**src/rtl/rv_pkg.sv**
```systemverilog
// Shared register-file constants, requester indices and a small index helper
// used by the write-back scheduler and its arbiter.
package rv_pkg;

  localparam int XLEN   = 32;
  localparam int REG_AW = 5;
  localparam logic [REG_AW-1:0] REG_ZERO = 5'd0;

  localparam int WB_ALU = 0;
  localparam int WB_LSU = 1;
  localparam int WB_CSR = 2;

  typedef logic [REG_AW-1:0] reg_addr_t;

  // One-hot decode of a register address, with x0 never represented.
  function automatic logic [31:0] reg_mask(input reg_addr_t a);
    logic [31:0] m;
    m = 32'd1 << a;
    return m & ~32'd1;
  endfunction

endpackage

```
**src/rtl/regfile_wb_sched_rr_arbiter.sv**
```systemverilog
// Round-robin arbiter: one-hot grant scanning from the pointer, and the
// pointer moves just past the winner whenever a grant is issued.
module rr_arbiter #(
  parameter int N = 3
) (
  input  logic         clk,
  input  logic         reset,
  input  logic [N-1:0] req,
  output logic [N-1:0] gnt
);

  localparam int PW = $clog2(N);

  logic [PW-1:0] ptr_r;
  logic [PW-1:0] gidx;
  logic          found;
  logic          hit;
  int            ptr_i;

  // Two passes (indices at/after the pointer, then before it) give the
  // wrapped priority order without any modulo arithmetic.
  always_comb begin
    gnt   = '0;
    gidx  = '0;
    found = 1'b0;
    hit   = 1'b0;
    ptr_i = int'(ptr_r);
    for (int j = 0; j < N; j++) begin
      hit    = ~found & req[j] & (j >= ptr_i);
      gnt[j] = gnt[j] | hit;
      gidx   = hit ? j[PW-1:0] : gidx;
      found  = found | hit;
    end
    for (int j = 0; j < N; j++) begin
      hit    = ~found & req[j] & (j < ptr_i);
      gnt[j] = gnt[j] | hit;
      gidx   = hit ? j[PW-1:0] : gidx;
      found  = found | hit;
    end
  end

  // Pointer advances to winner+1 (wrapping) on a grant, else holds.
  always_ff @(posedge clk or posedge reset) begin
    if (reset) begin
      ptr_r <= {PW{1'b0}};
    end else if (found) begin
      ptr_r <= (gidx == PW'(N - 1)) ? {PW{1'b0}} : gidx + PW'(1);
    end else begin
      ptr_r <= ptr_r;
    end
  end

endmodule

```
**src/rtl/regfile_wb_sched.sv**
```systemverilog
// Write-back scheduler and RAW scoreboard for the single-write-port register
// file. Optional operand bypass from the commit stage: RF_WB_BYPASS_EN.
module regfile_wb_sched
  import rv_pkg::*;
#(
  parameter int NREQ = 3,
  parameter int XLEN = rv_pkg::XLEN
) (
  input  logic                 clk,
  input  logic                 reset,
  input  logic [NREQ-1:0]      req_valid,
  output logic [NREQ-1:0]      req_ready,
  input  logic [NREQ*5-1:0]    req_rd,
  input  logic [NREQ*XLEN-1:0] req_data,
  input  logic                 alloc_valid,
  input  logic [4:0]           alloc_rd,
  output logic                 alloc_ready,
  input  logic [4:0]           rs1,
  input  logic [4:0]           rs2,
  output logic                 hazard,
  input  logic [XLEN-1:0]      rf_rdata1,
  input  logic [XLEN-1:0]      rf_rdata2,
  output logic [XLEN-1:0]      rdata1,
  output logic [XLEN-1:0]      rdata2,
  output logic                 rf_we,
  output logic [4:0]           rf_waddr,
  output logic [XLEN-1:0]      rf_wdata
);

  logic [NREQ-1:0]   gnt;
  logic [REG_AW-1:0] sel_rd;
  logic [XLEN-1:0]   sel_data;
  logic [31:0]       busy_r;
  logic [31:0]       busy_next;
  logic              alloc_fire;
  logic              fwd1;
  logic              fwd2;

  rr_arbiter #(.N(NREQ)) u_arb (
    .clk   (clk),
    .reset (reset),
    .req   (req_valid),
    .gnt   (gnt)
  );

  assign req_ready = gnt;

  // AND-OR mux of the granted requester's destination and data.
  always_comb begin
    sel_rd   = REG_ZERO;
    sel_data = '0;
    for (int i = 0; i < NREQ; i++) begin
      sel_rd   = sel_rd   | (req_rd[5*i +: 5]         & {REG_AW{gnt[i]}});
      sel_data = sel_data | (req_data[XLEN*i +: XLEN] & {XLEN{gnt[i]}});
    end
  end

  // Commit stage: writes to x0 are consumed but never enable the port.
  always_ff @(posedge clk or posedge reset) begin
    if (reset) begin
      rf_we    <= 1'b0;
      rf_waddr <= REG_ZERO;
      rf_wdata <= '0;
    end else if (|gnt) begin
      rf_we    <= (sel_rd != REG_ZERO);
      rf_waddr <= sel_rd;
      rf_wdata <= sel_data;
    end else begin
      rf_we    <= 1'b0;
      rf_waddr <= rf_waddr;
      rf_wdata <= rf_wdata;
    end
  end

  assign alloc_ready = ~busy_r[alloc_rd];
  assign alloc_fire  = alloc_valid & alloc_ready & (alloc_rd != REG_ZERO);

  // Set and clear are independent bit masks; bit 0 is masked off permanently.
  always_comb begin
    busy_next = (busy_r & ~(rf_we ? reg_mask(rf_waddr) : 32'd0))
              | (alloc_fire ? reg_mask(alloc_rd) : 32'd0);
  end

  // Scoreboard register.
  always_ff @(posedge clk or posedge reset) begin
    if (reset) begin
      busy_r <= 32'd0;
    end else begin
      busy_r <= busy_next;
    end
  end

`ifdef RF_WB_BYPASS_EN
  assign fwd1   = rf_we & (rf_waddr == rs1) & (rs1 != REG_ZERO);
  assign fwd2   = rf_we & (rf_waddr == rs2) & (rs2 != REG_ZERO);
  assign rdata1 = fwd1 ? rf_wdata : rf_rdata1;
  assign rdata2 = fwd2 ? rf_wdata : rf_rdata2;
`else
  assign fwd1   = 1'b0;
  assign fwd2   = 1'b0;
  assign rdata1 = rf_rdata1;
  assign rdata2 = rf_rdata2;
`endif

  assign hazard = (busy_r[rs1] & ~fwd1) | (busy_r[rs2] & ~fwd2);

endmodule
```
**config.mk**
```make
export PLATFORM = sky130hd
export DESIGN_NAME = regfile_wb_sched
export DESIGN_NICKNAME = d
export VERILOG_FILES = /design/src/rtl/rv_pkg.sv /design/src/rtl/regfile_wb_sched_rr_arbiter.sv /design/src/rtl/regfile_wb_sched.sv
export SDC_FILE = /design/constraint.sdc
export NUM_CORES = 1
export LEC_CHECK = 0
export ABC_CLOCK_PERIOD_IN_PS = 4000
export CORE_ASPECT_RATIO = 0.5
export CORE_MARGIN = 3
export CORE_UTILIZATION = 36
export CTS_BUF_LIST = sky130_fd_sc_hd__clkbuf_4 sky130_fd_sc_hd__clkbuf_8 sky130_fd_sc_hd__clkbuf_16
export CTS_CLUSTER_SIZE = 10
export DETAILED_ROUTE_END_ITERATION = 10
export PLACE_DENSITY = 0.77
export SKIP_LAST_GASP = 1
export SLEW_MARGIN = 20
export SYNTH_ARGS = -nofsm -noshare
export SYNTH_HDL_FRONTEND = slang
export SYNTH_SLANG_ARGS = --single-unit
```
**constraint.sdc**
```tcl
create_clock -name clk -period 4 [get_ports clk]
set_input_delay 1.2 -clock clk [delete_from_list [all_inputs] [get_ports clk]]
set_output_delay 1.2 -clock clk [all_outputs]
set_load 0.1 [all_outputs]
```
* Word-level counts from Yosys, hierarchy flattened
Index checks and enable logic that the tools add are counted. Widths: inputs -> output; s select.
Storage, ports and cells: register bits 72, input port bits 196, output and inout bits 107, word-level logic and storage cells 77
Operators by class: add/sub/neg operators 1, order comparisons 9, equality and inequality tests 1, shift-type cells 2, mux-type cells 15, bitwise gates (word level) 41, reductions and logical operators 3
Operator list (number):
- $and 32x32->32 | 4
- $or 32x32->32 | 3
- $mux 32 | 2
- $shl 1x5->32 const A | 2
- $not 32->32 | 1
- $lt 5x6->1 const B | 3
- $and 5x5->5 | 3
- $bmux 1 s5 | 3
- $and 1x1->1 | 13
- $mux 2 | 5
- $or 5x5->5 | 2
- $reduce_bool 5->1 | 2
- $or 1x1->1 | 9
- $not 1->1 | 6
- $mux 1 | 5
- $ge 1x2->1 const A | 2
- $lt 1x2->1 const A | 2
- $reduce_or 3->1 | 1
- $add 2x1->2 const B | 1
- $eq 2x2->1 const B | 1
- $ge 2x2->1 const A | 1
- $lt 2x2->1 const A | 1

* Longest topological paths before layout
Gate-level depths: netlist (run 1).
word-level depth 26, depth in mapped cells 7, mapped depth without buffers 6

* Modules after synthesis
A second synthesis (run 1) with hierarchy kept.
Unflattened totals: cells, all modules 462, area, all modules 4521.8 sq um
Modules (own cells, without submodules):
- regfile_wb_sched | times used 1, cells each 443, area each 4361.7 sq um, sequential area each 1726.7 sq um
- rr_arbiter | times used 1, cells each 19, area each 160.2 sq um, sequential area each 50.0 sq um

* Worst setup path before layout (run 1)
OpenSTA, ideal clock, no wires.
path kind input to output, start in rs1[0], end out hazard, arrival time 3084 ps, required time 2800 ps, path slack -284 ps, cell stages on the path 5, path buffers 1, cell sequence buf_2 mux4_2 mux4_2 mux2i_1 nand2_1
Between the ends: cells in the longest elaborated chain, start to end 3
Ends and longest elaborated chain:
- from (decl) | RTL line regfile_wb_sched.sv:18 | input logic [4:0] rs1,
- $bmux 1 s5 | RTL line regfile_wb_sched.sv:105 | assign hazard = (busy_r[rs1] & ~fwd1) | (busy_r[rs2] & ~fwd2);
- $mux 1 (implied by the code) | RTL line regfile_wb_sched.sv:105
- $or 1x1->1 | RTL line regfile_wb_sched.sv:105
- to (decl) | RTL line regfile_wb_sched.sv:20 | output logic hazard,
Every way passes these cells. The select of a mux whose other input is x is not followed.

* Worst setup path in the final report (run 1)
start in rs2[0], end out hazard
Between the ends: cells in the longest elaborated chain, start to end 3
Ends and longest elaborated chain:
- from (decl) | RTL line regfile_wb_sched.sv:19 | input logic [4:0] rs2,
- $bmux 1 s5 | RTL line regfile_wb_sched.sv:105
- $mux 1 (implied by the code) | RTL line regfile_wb_sched.sv:105
- $or 1x1->1 | RTL line regfile_wb_sched.sv:105
Every way passes these cells. The select of a mux whose other input is x is not followed.

==> results of run 1 <==
==> critical path, delay by kind of cell <==
family | cells | cell delay (ps)
mux | 3 | 1200
buf+inv | 3 | 380
simple gates | 1 | 70
==> registers in the layout (all words and copies together), names as in the netlist <==
| signal | cells |
|---|---|
| rf_wdata | 32 |
| busy_r | 31 |
| rf_waddr | 5 |
| u_arb.ptr_r | 2 |
| rf_we | 1 |
==> report_power, final <==
group / internal (mW) / total [mW] / switching [mW] / leakage (nW)
Sequential: 0.938 / 1.24 / 0.304 / 0.858
Clock: 0.554 / 0.880 / 0.325 / 0.155
Combinational: 0.682 / 1.67 / 0.987 / 1.61
Total: 2.17 / 3.79 / 1.62 / 2.62
==> Yosys cell counts (3+ instances only) <==
master and number:
nand2_2 5, nand3_1 8, nor2b_1 3, buf_4 66
nand3b_1 6, nor2_1 32, inv_1 3, clkbuf_1 20
mux4_2 18, buf_1 3, o21ai_1 8, o21ai_0 54
mux4_1 6, mux2i_1 6, mux2_2 3, nand2_1 34
dfrtp_1 71, a222oi_1 35, buf_2 3, a21oi_1 28
==> area by class of cell <==
type	count	area, µm²	area share (%)
clock buffer	9	225	3.46
sequential	71	1780	27.3
multi-input combinational	276	2130	32.8
inverter	3	11.3	0.173
clock inverter	7	104	1.60
timing repair buffer	200	2050	31.5
tap	165	206	3.18
==> metal layers <==
| layer | share of wire (%) | routed length, µm | up-vias | global-route usage, % |
|---|---|---|---|---|
| met5 | 0 | 0 | - | 0 |
| met4 | 1.5 | 219 | 0 | 6.06 |
| met3 | 9.2 | 1330 | 29 | 6.05 |
| met2 | 49 | 7070 | 219 | 33.3 |
| met1 | 40 | 5780 | 2010 | 27.0 |
| li1 | - | - | 1869 | - |
==> logic make-up (layout without fill, tap and decap cells) <==
family | count (synthesis) | after routing | share of synthesized area, %
AOI/OAI and AO/OA | 141 | 141 | 21.1
and+or+nand+nor | 102 | 102 | 10.8
buffers and inverters | 96 | 219 | 13.8
DFF | 71 | 71 | 39.6
muxes | 33 | 33 | 14.6
==> stage by stage <==
step	std cells	power, mW	setup TNS (ps)	utilization, %
after detailed placement	712	2.87	-874	50.7
after global routing	731	3.96	-86.5	54.3
final	731	3.79	-58.3	54.3
after global placement	712	2.85	-823	50.7
after floorplan	443	2.55	0	-
after CTS	731	3.78	-86.1	54.1
==> path summary, 6_finish.rpt <==
kind | slack (ps) | endpoint | cells past startpoint | start
max | -60 | hazard | 7 | rs2[0]
min | 500 | rf_wdata[27] | 2 | rf_wdata[27]
max reg2reg | 1840 | busy_r[24] | 7 | busy_r[30]
min reg2reg | 500 | rf_wdata[27] | 2 | rf_wdata[27]
max in group asynchronous | 2040 | busy_r[24] | 3 | reset
min in group asynchronous | 1310 | rf_wdata[0] | 2 | reset
==> what timing repair did <==
item	CTS	global route
cloned	3	0
setup endpoints to repair	2	2
pin swaps	1	1
gates resized for setup	27	6
==> metrics.md, run 1 <==
| Metric | Value |
|---|---|
| Main synth FF type | `dfrtp_1` |
| Lkg Pwr | `2.62 nW` |
| Antenna Cells | `0` |
| Most frequent cells in the layout | `clkdlybuf4s50_1 (152), dfrtp_1 (71), o21ai_0 (54)` |
| Largest stage delay on the critical path | `520 ps` |
| CTS tree | `done` |
| Min setup slack post-route | `-58.3 ps` |
| Critical Path RT | `2800 ps` |
| Later-pin clock latency in the skew report | `330 ps` |
| Row cnt | `28` |
| Worst-Margin Slew | `1000 ps` |
| Max VDD drop | `0.349 mV` |
| Status | `finished with violations` |
| Slowest stage cell, crit path | `mux4_2` |
| Unrepaired setup endpoints after global routing | `yes` |
| Gr ovfl total | `0` |
| Critical Path End Type | `output port` |
| Post-DP Area | `0.00608 mm²` |
| Share of cells above drive strength 1 | `18.2%` |
| Initial antenna violation count | `0` |
| Postcts setup bufs | `0` |
| Pin count of the biggest net entering global routing | `49` |
| # IOs | `303` |
| Clock transition at path regs | `60 ps` |
| Yosys top cell by area | `dfrtp_1` |
| Syn_nets | `639` |
| Drt pass-1 iters | `8` |
| Most common cell after layout, fill and taps aside | `clkdlybuf4s50_1` |
| CP Class | `in2out` |
| Hold crit path type | `reg2reg` |
| DP HPWL | `10700 µm` |
| Remaining routing DRC violations | `0` |
| Syn Inst Count | `443` |
| Max-cap violation count | `0` |
| Routed wire length | `14400 µm` |
| Cell Pwr Density | `583 mW/mm²` |
| Max Freq | `246 MHz` |
| Total CTS buffers | `9` |
| Clock skew | `7.20 ps` |
| Vias in the first global route | `4152` |
| Post-synth EDFFs | `0` |
| H-tree levels | `3` |
| Post-synth top area share | `39.6%` |
| WP data arrival | `2860 ps` |
| Initial DRC Count | `468` |
| Synth-to-Final Area Change | `44.9%` |
| Period utilization | `101%` |
| Die ar. | `0.0139 mm²` |
| First-pass GRT wire length | `22600 µm` |
| Worst slack, placed | `-525 ps` |
| Routability cong. | `1.03` |
| CP Max Fanout | `5` |
| Final instance area | `0.00650 mm²` |
| Final-report max-slew violation count | `0` |
| Post-CTS Hold Buffers | `0` |
| YS warnings | `0` |
| # setup viols final | `1` |
| Crit path launch type | `input port` |
| Die Ht | `84.9 µm` |
| Die X | `164 µm` |
| Minimum clock period | `4060 ps` |
| Global-route usage over all layers | `20.6%` |
| Routed wire length per instance | `19.7 µm` |
| # nets final | `757` |
| Hold WS | `502 ps` |
| Synth Area per Inst | `10.1 µm²` |
| Root buffer cell | `clkbuf_16` |
| Failing checks | `setup timing` |
| Fillers | `1078` |
| Max_slew headroom | `33.0%` |
| Starting density of the core | `37.4%` |
| Asr flop ratio synth | `100%` |
| Core ar. | `0.0120 mm²` |
| Via/cell ratio | `5.65` |
| #FFs+latches synth | `71` |
| Vias | `4127` |
| Synth unique cells | `42` |
| Clk buf depth | `2` |
| Mapped Area | `0.00449 mm²` |
| Final Hold Viols | `0` |
| Sequential fraction of the synthesis area | `39.6%` |
| Remaining antenna violation count after routing | `0` |
| Synth area leaders | `dfrtp_1 (40%), buf_4 (11%), mux4_2 (9.0%)` |
| Worst-path cell chain | `buf_6 > buf_12 > mux4_2 > mux4_2 > mux2i_4 > nand2_4 > buf_12` |
| Port bufs | `174` |
| Num Clock Sinks | `71` |
Note: power is estimated with default switching activity, not from simulation.
==> run 2, diff against run 1 <==
PLACE_DENSITY = 0.82   (was 0.77)
==> run 2 against run 1 <==
Compared with the run above:
- the flow still finishes with violations (setup timing)
- clock power decreased by 13%
- power is 2.3% lower
- via count up 3.3%
- largest cell class unchanged
- worst hold slack improved by 3.8 ps
- critical path type unchanged
- critical path depth unchanged
- core utilization up 0.094 points
- design area is 0.17% higher
- die area did not move
- register-to-register slack worse by 20 ps
- combinational power about the same
- non-clock buffer count up 4
- first-iteration DRC count fell by 9.8%
==> metrics.md, run 2 (synthesis results as in run 1) <==
| Metric | Value |
|---|---|
| Remaining routing DRC violations | `0 (unchanged)` |
| Vias in the first global route | `4277 (+3.0%)` |
| H-tree levels | `3 (unchanged)` |
| Minimum clock period | `4030 ps (-28.1 ps)` |
| CTS tree | `done` |
| Hold crit path type | `reg2reg` |
| Unrepaired setup endpoints after global routing | `yes` |
| Post-Place Cells | `712 (unchanged)` |
| Synth-to-Final Area Change | `45.2%` |
| DP HPWL | `11100 µm (+4.2%)` |
| CP Max Fanout | `5 (unchanged)` |
| Starting density of the core | `37.4% (unchanged)` |
| WP data arrival | `2830 ps (-30 ps)` |
| Total CTS buffers | `9 (unchanged)` |
| Num Clock Sinks | `71 (unchanged)` |
| Root buffer cell | `clkbuf_16` |
| Status | `finished with violations` |
| Antenna Cells | `0 (unchanged)` |
| Post-CTS Hold Buffers | `0 (unchanged)` |
| Most common cell after layout, fill and taps aside | `clkdlybuf4s50_1` |
| Worst-Margin Slew | `996 ps (-6.14 ps)` |
| Core ar. | `0.0120 mm² (unchanged)` |
| Max_slew headroom | `33.4% (+0.41 points)` |
| Crit path launch type | `input port` |
| Final Non-Filler Cells | `735 (+0.55%)` |
| Critical Path End Type | `output port` |
| Clock skew | `7.85 ps (+0.654 ps)` |
| Drt pass-1 iters | `7 (-1)` |
| Biggest regs | `rf_wdata (32), busy_r (31), rf_waddr (5)` |
| Routed wire length | `15100 µm (+4.8%)` |
| # IOs | `303 (unchanged)` |
| Via/cell ratio | `5.80 (+2.8%)` |
| Row cnt | `28 (unchanged)` |
| Port bufs | `174 (unchanged)` |
| Routed wire length per instance | `20.5 µm (+4.3%)` |
| Die ar. | `0.0139 mm² (unchanged)` |
| # nets final | `761 (+0.53%)` |
| Initial DRC Count | `422 (-9.8%)` |
| Die X | `164 µm (unchanged)` |
| Final-report max-slew violation count | `0 (unchanged)` |
| Pin count of the biggest net entering global routing | `49 (unchanged)` |
| Initial antenna violation count | `0 (unchanged)` |
| Final Hold Viols | `0 (unchanged)` |
| Share of cells above drive strength 1 | `18.8% (+0.57 points)` |
| Max reg flops | `32 (unchanged)` |
| Clk buf depth | `2 (unchanged)` |
| Min setup slack post-route | `-30.2 ps (+28.1 ps)` |
| Routability cong. | `0.974 (-5.8%)` |
| Cell Pwr Density | `568 mW/mm² (-2.5%)` |
| Max Freq | `248 MHz (+0.70%)` |
| Most frequent cells in the layout | `clkdlybuf4s50_1 (155), dfrtp_1 (71), o21ai_0 (54)` |
| Global-route usage over all layers | `21.4% (+0.87 points)` |
| Biggest register | `rf_wdata` |
| Remaining antenna violation count after routing | `0 (unchanged)` |
| Sequential Area | `0.00178 mm² (unchanged)` |
| CP Class | `in2out` |
| Fillers | `1070 (-0.74%)` |
| Lkg Pwr | `2.63 nW (about the same)` |
| Later-pin clock latency in the skew report | `330 ps (about the same)` |
| Max-cap violation count | `0 (unchanged)` |
| Max VDD drop | `0.400 mV (+14%)` |
| Die Ht | `84.9 µm (unchanged)` |
| Clock transition at path regs | `60 ps (about the same)` |
| Hold WS | `506 ps (+3.78 ps)` |
| Critical Path RT | `2800 ps (about the same)` |
| Area of the multi-input gates | `0.00214 mm² (+0.71%)` |
| Failing checks | `setup timing` |
| Period utilization | `101% (-0.70 points)` |
| Vias | `4264 (+3.3%)` |
| # setup viols final | `1 (unchanged)` |
| Gr ovfl total | `0 (unchanged)` |
| First-pass GRT wire length | `23100 µm (+2.4%)` |
run 2: changes by cell type in the layout (fill, tap and decap cells not counted), moves of 2 or more:
cell             before  now
buf_4                26   30
bufinv_16             2    0
buf_6                 5    2
clkdlybuf4s50_1     152  155
dlygate4sd2_1         4    2
buf_8                 1    3
run 2: per-layer routing:
layer	up-vias	share of wire, %	global-route usage (%)
met5	-	0	0
met4	0	3.4	8.60
met3	67	11	8.19
met2	245	47	34.8
met1	2067	39	26.0
li1	1885	-	-
run 2: timing repair:
| action | 4_1_cts | 5_1_grt |
|---|---|---|
| resized for setup | 27 | 8 |
| gates cloned | 3 | 0 |
| buffers inserted | 0 | 4 |
| pin swaps | 1 | 2 |
| endpoints found under the setup margin | 2 | 2 |
run 2: path summary, 6_finish.rpt:
kind / startpoint / to / slack [ps] / depth (start not counted)
setup / recovery: rs2[0] / hazard / -30 / 7
hold / removal: rf_wdata[27] / rf_wdata[27] / 510 / 2
setup reg to reg: busy_r[25] / busy_r[27] / 1820 / 7
hold reg to reg: rf_wdata[27] / rf_wdata[27] / 510 / 2
max in group asynchronous: reset / busy_r[14] / 2070 / 3
min in group asynchronous: reset / rf_wdata[5] / 1260 / 2
run 2: cell type report:
cell class | count | area share (%)
Inverter | 3 | 0.173
Clock inverter | 7 | 0.941
Sequential cell | 71 | 27.3
Multi-Input combinational cell | 276 | 32.9
Tap cell | 165 | 3.17
Clock buffer | 9 | 3.46
Timing Repair Buffer | 204 | 32.0
run 2: power breakdown:
group	leakage (nW)	internal (mW)	switching (mW)
Combinational	1.63	0.692	0.988
Clock	0.135	0.431	0.331
Sequential	0.858	0.938	0.321
run 2: stage by stage:
step                      utilization, %  total power, mW  setup slack [ps]  TNS, ps  area, µm²
after global placement              50.8             2.84              -502     -795       6090
after global routing                54.4             3.87             -78.8    -78.8       6510
after detailed placement            50.8             2.89              -521     -862       6090
after CTS                           53.9             3.68             -55.1    -55.1       6460
final                               54.4             3.70             -30.2    -30.2       6510
after floorplan                        -             2.55              8.34        0       4510
run 2: worst max-delay path, cell delays in order:
cell,delay [ps]
buf_8,90
buf_12,110
mux4_2,480
mux4_2,510
mux2i_4,200
nand2_4,70
buf_12,160
==> run 3, diff against run 2 <==
SETUP_SLACK_MARGIN = 0.02   (was unset)
==> run 3 against run 2 <==
Compared with the run above:
- the run still ends with setup timing left
- worst setup slack worse by 11 ps
- clock power is 15% higher
- flip-flop and latch count stayed put
- sequential power hardly changed
- final cell count is 0.54% lower
- register-to-register slack hardly changed
- critical path depth stayed put
- first-iteration DRC count is 3.8% lower
- via count is 2.5% lower
- critical path type unchanged
==> metrics.md, run 3 (synthesis results as in run 1) <==
| Metric | Value |
|---|---|
| Via/cell ratio | `5.69 (-2.0%)` |
| First-pass GRT wire length | `23200 µm (+0.24%)` |
| Unrepaired setup endpoints after global routing | `yes` |
| Max VDD drop | `0.380 mV (-4.9%)` |
| # setup viols final | `1 (unchanged)` |
| Routed wire length per instance | `20.6 µm (+0.15%)` |
| Total CTS buffers | `9 (unchanged)` |
| Sw frac | `42.9% (-1.4 points)` |
| Share of cells above drive strength 1 | `17.5% (-1.3 points)` |
| Total power | `3.81 mW (+2.8%)` |
| Status | `finished with violations` |
| Routability cong. | `0.974 (about the same)` |
| Hold WS | `504 ps (-1.99 ps)` |
| Port bufs | `174 (unchanged)` |
| Clock skew | `10.4 ps (+2.54 ps)` |
| Period utilization | `101% (+0.29 points)` |
| Final Non-Filler Cells | `731 (-0.54%)` |
| Logic pwr share | `43.9% (-1.5 points)` |
| Pin count of the biggest net entering global routing | `49 (unchanged)` |
| Num Clock Sinks | `71 (unchanged)` |
| Internal Power | `2.17 mW (+5.4%)` |
| Critical Path RT | `2800 ps (about the same)` |
| Most common cell after layout, fill and taps aside | `clkdlybuf4s50_1` |
| Root buffer cell | `clkbuf_16` |
| Clk buf depth | `2 (unchanged)` |
| Final Hold Viols | `0 (unchanged)` |
| Cell Pwr Density | `584 mW/mm² (+2.7%)` |
| Drt pass-1 iters | `6 (-1)` |
| CTS tree | `done` |
| Final-report max-slew violation count | `0 (unchanged)` |
| Starting density of the core | `37.4% (unchanged)` |
| Critical Path End Type | `output port` |
| Biggest register | `rf_wdata` |
| Biggest regs | `rf_wdata (32), busy_r (31), rf_waddr (5)` |
| Later-pin clock latency in the skew report | `330 ps (about the same)` |
| Max Freq | `247 MHz (-0.28%)` |
| Initial DRC Count | `406 (-3.8%)` |
| Routed wire length | `15000 µm (-0.39%)` |
| Min setup slack post-route | `-41.7 ps (-11.5 ps)` |
| Fillers | `1087 (+1.6%)` |
| Synth-to-Final Area Change | `45.3% (about the same)` |
| Remaining routing DRC violations | `0 (unchanged)` |
| Worst-Margin Slew | `1010 ps (+9.73 ps)` |
| Die ar. | `0.0139 mm² (unchanged)` |
| Crit path launch type | `input port` |
| Gr ovfl total | `0 (unchanged)` |
| Remaining antenna violation count after routing | `0 (unchanged)` |
| Worst slack, placed | `-522 ps (-1.16 ps)` |
| Most frequent cells in the layout | `clkdlybuf4s50_1 (155), dfrtp_1 (71), o21ai_0 (54)` |
| # nets final | `757 (-0.53%)` |
| # IOs | `303 (unchanged)` |
| WP data arrival | `2840 ps (about the same)` |
| Initial antenna violation count | `0 (unchanged)` |
| Row cnt | `28 (unchanged)` |
| Failing checks | `setup timing` |
| Sequential cell fraction of total power | `33.0% (-1.0 points)` |
| Max_slew headroom | `32.8% (-0.65 points)` |
| H-tree levels | `3 (unchanged)` |
| Clock transition at path regs | `60 ps (about the same)` |
| CP Class | `in2out` |
| Die X | `164 µm (unchanged)` |
| Antenna Cells | `0 (unchanged)` |
| Psw | `1.63 mW (-0.41%)` |
| CP Max Fanout | `5 (unchanged)` |
| Global-route usage over all layers | `21.5% (+0.056 points)` |
| Vias | `4157 (-2.5%)` |
| Minimum clock period | `4040 ps (+11.5 ps)` |
| Vias in the first global route | `4258 (-0.44%)` |
| Core ar. | `0.0120 mm² (unchanged)` |
| Max reg flops | `32 (unchanged)` |
| Clock power share | `23.1% (+2.5 points)` |
| Post-Place Cells | `712 (unchanged)` |
| Die Ht | `84.9 µm (unchanged)` |
| Hold crit path type | `reg2reg` |
| DP HPWL | `11100 µm (about the same)` |
| Lkg Pwr | `2.64 nW (+0.49%)` |
| Max-cap violation count | `0 (unchanged)` |
==> run 3: changes by cell type in the layout (fill, tap and decap cells not counted), sizes merged, moves of 2 or more <==
cell | before | now
clkinvlp | 2 | 0
clkinv | 1 | 4
buf | 46 | 40
dlygate4sd2 | 2 | 4
inv | 7 | 4
bufinv | 0 | 2
==> run 3: cell type report <==
type | instances | area [µm²] | share of cell area (%)
inverter | 3 | 11.3 | 0.173
clock buffer | 9 | 225 | 3.45
sequential | 71 | 1780 | 27.3
multi-input combinational | 276 | 2140 | 32.8
clock inverter | 7 | 106 | 1.63
timing repair buffer | 200 | 2050 | 31.5
tap | 165 | 206 | 3.17
==> run 3: path summary, 6_finish.rpt <==
| check | cells after the start | end | from | slack (ps) |
|---|---|---|---|---|
| worst max-delay path | 7 | hazard | rs1[0] | -40 |
| worst min-delay path | 2 | rf_wdata[24] | rf_wdata[24] | 500 |
| worst max register to register | 7 | busy_r[23] | busy_r[25] | 1810 |
| worst min register to register | 2 | rf_wdata[24] | rf_wdata[24] | 500 |
| max in group asynchronous | 3 | busy_r[1] | reset | 2190 |
| min in group asynchronous | 2 | busy_r[15] | reset | 1080 |
==> run 3: per-layer routing <==
metal  share of wire, %  vias up  track usage (%)
met2                 49      237             34.8
met1                 38     2005             26.0
met4                3.0        0             9.75
met3                9.6       52             7.65
li1                   -     1863                -
met5                  0        -                0
==> run 3: repair_timing <==
item / 4_1_cts / 5_1_grt
setup endpoints to repair: 2 / 2
pin swaps: 1 / 0
buffers inserted: 0 / 0
gates cloned: 3 / 0
resized for setup: 31 / 2
hold buffers: 0 / 0
==> run 3: power groups by stage <==
| stage | registers (mW) | clock network, mW | logic [mW] |
|---|---|---|---|
| global placement | 1.24 | 0 | 1.61 |
| CTS | 1.24 | 0.903 | 1.66 |
| finish | 1.26 | 0.879 | 1.67 |
| global route | 1.27 | 0.932 | 1.76 |
| detailed placement | 1.25 | 0 | 1.64 |
| floorplan | 1.53 | 0 | 1.02 |
==> run 3: stage by stage <==
stage	TNS, ps	util (%)	instance area [µm²]
4_1_cts	-51.9	54.3	6510
6_report	-41.7	54.4	6520
3_5_place_dp	-898	50.7	6080
3_3_place_gp	-811	50.7	6080
2_1_floorplan	0	-	4520
5_1_grt	-102	54.4	6520
==> run 3: worst max-delay path, cell delays in order <==
cell and delay, ps:
buf_8 90, buf_12 110, mux4_2 490, mux4_2 510, mux2i_4 190, nand2_4 70, buf_12 160
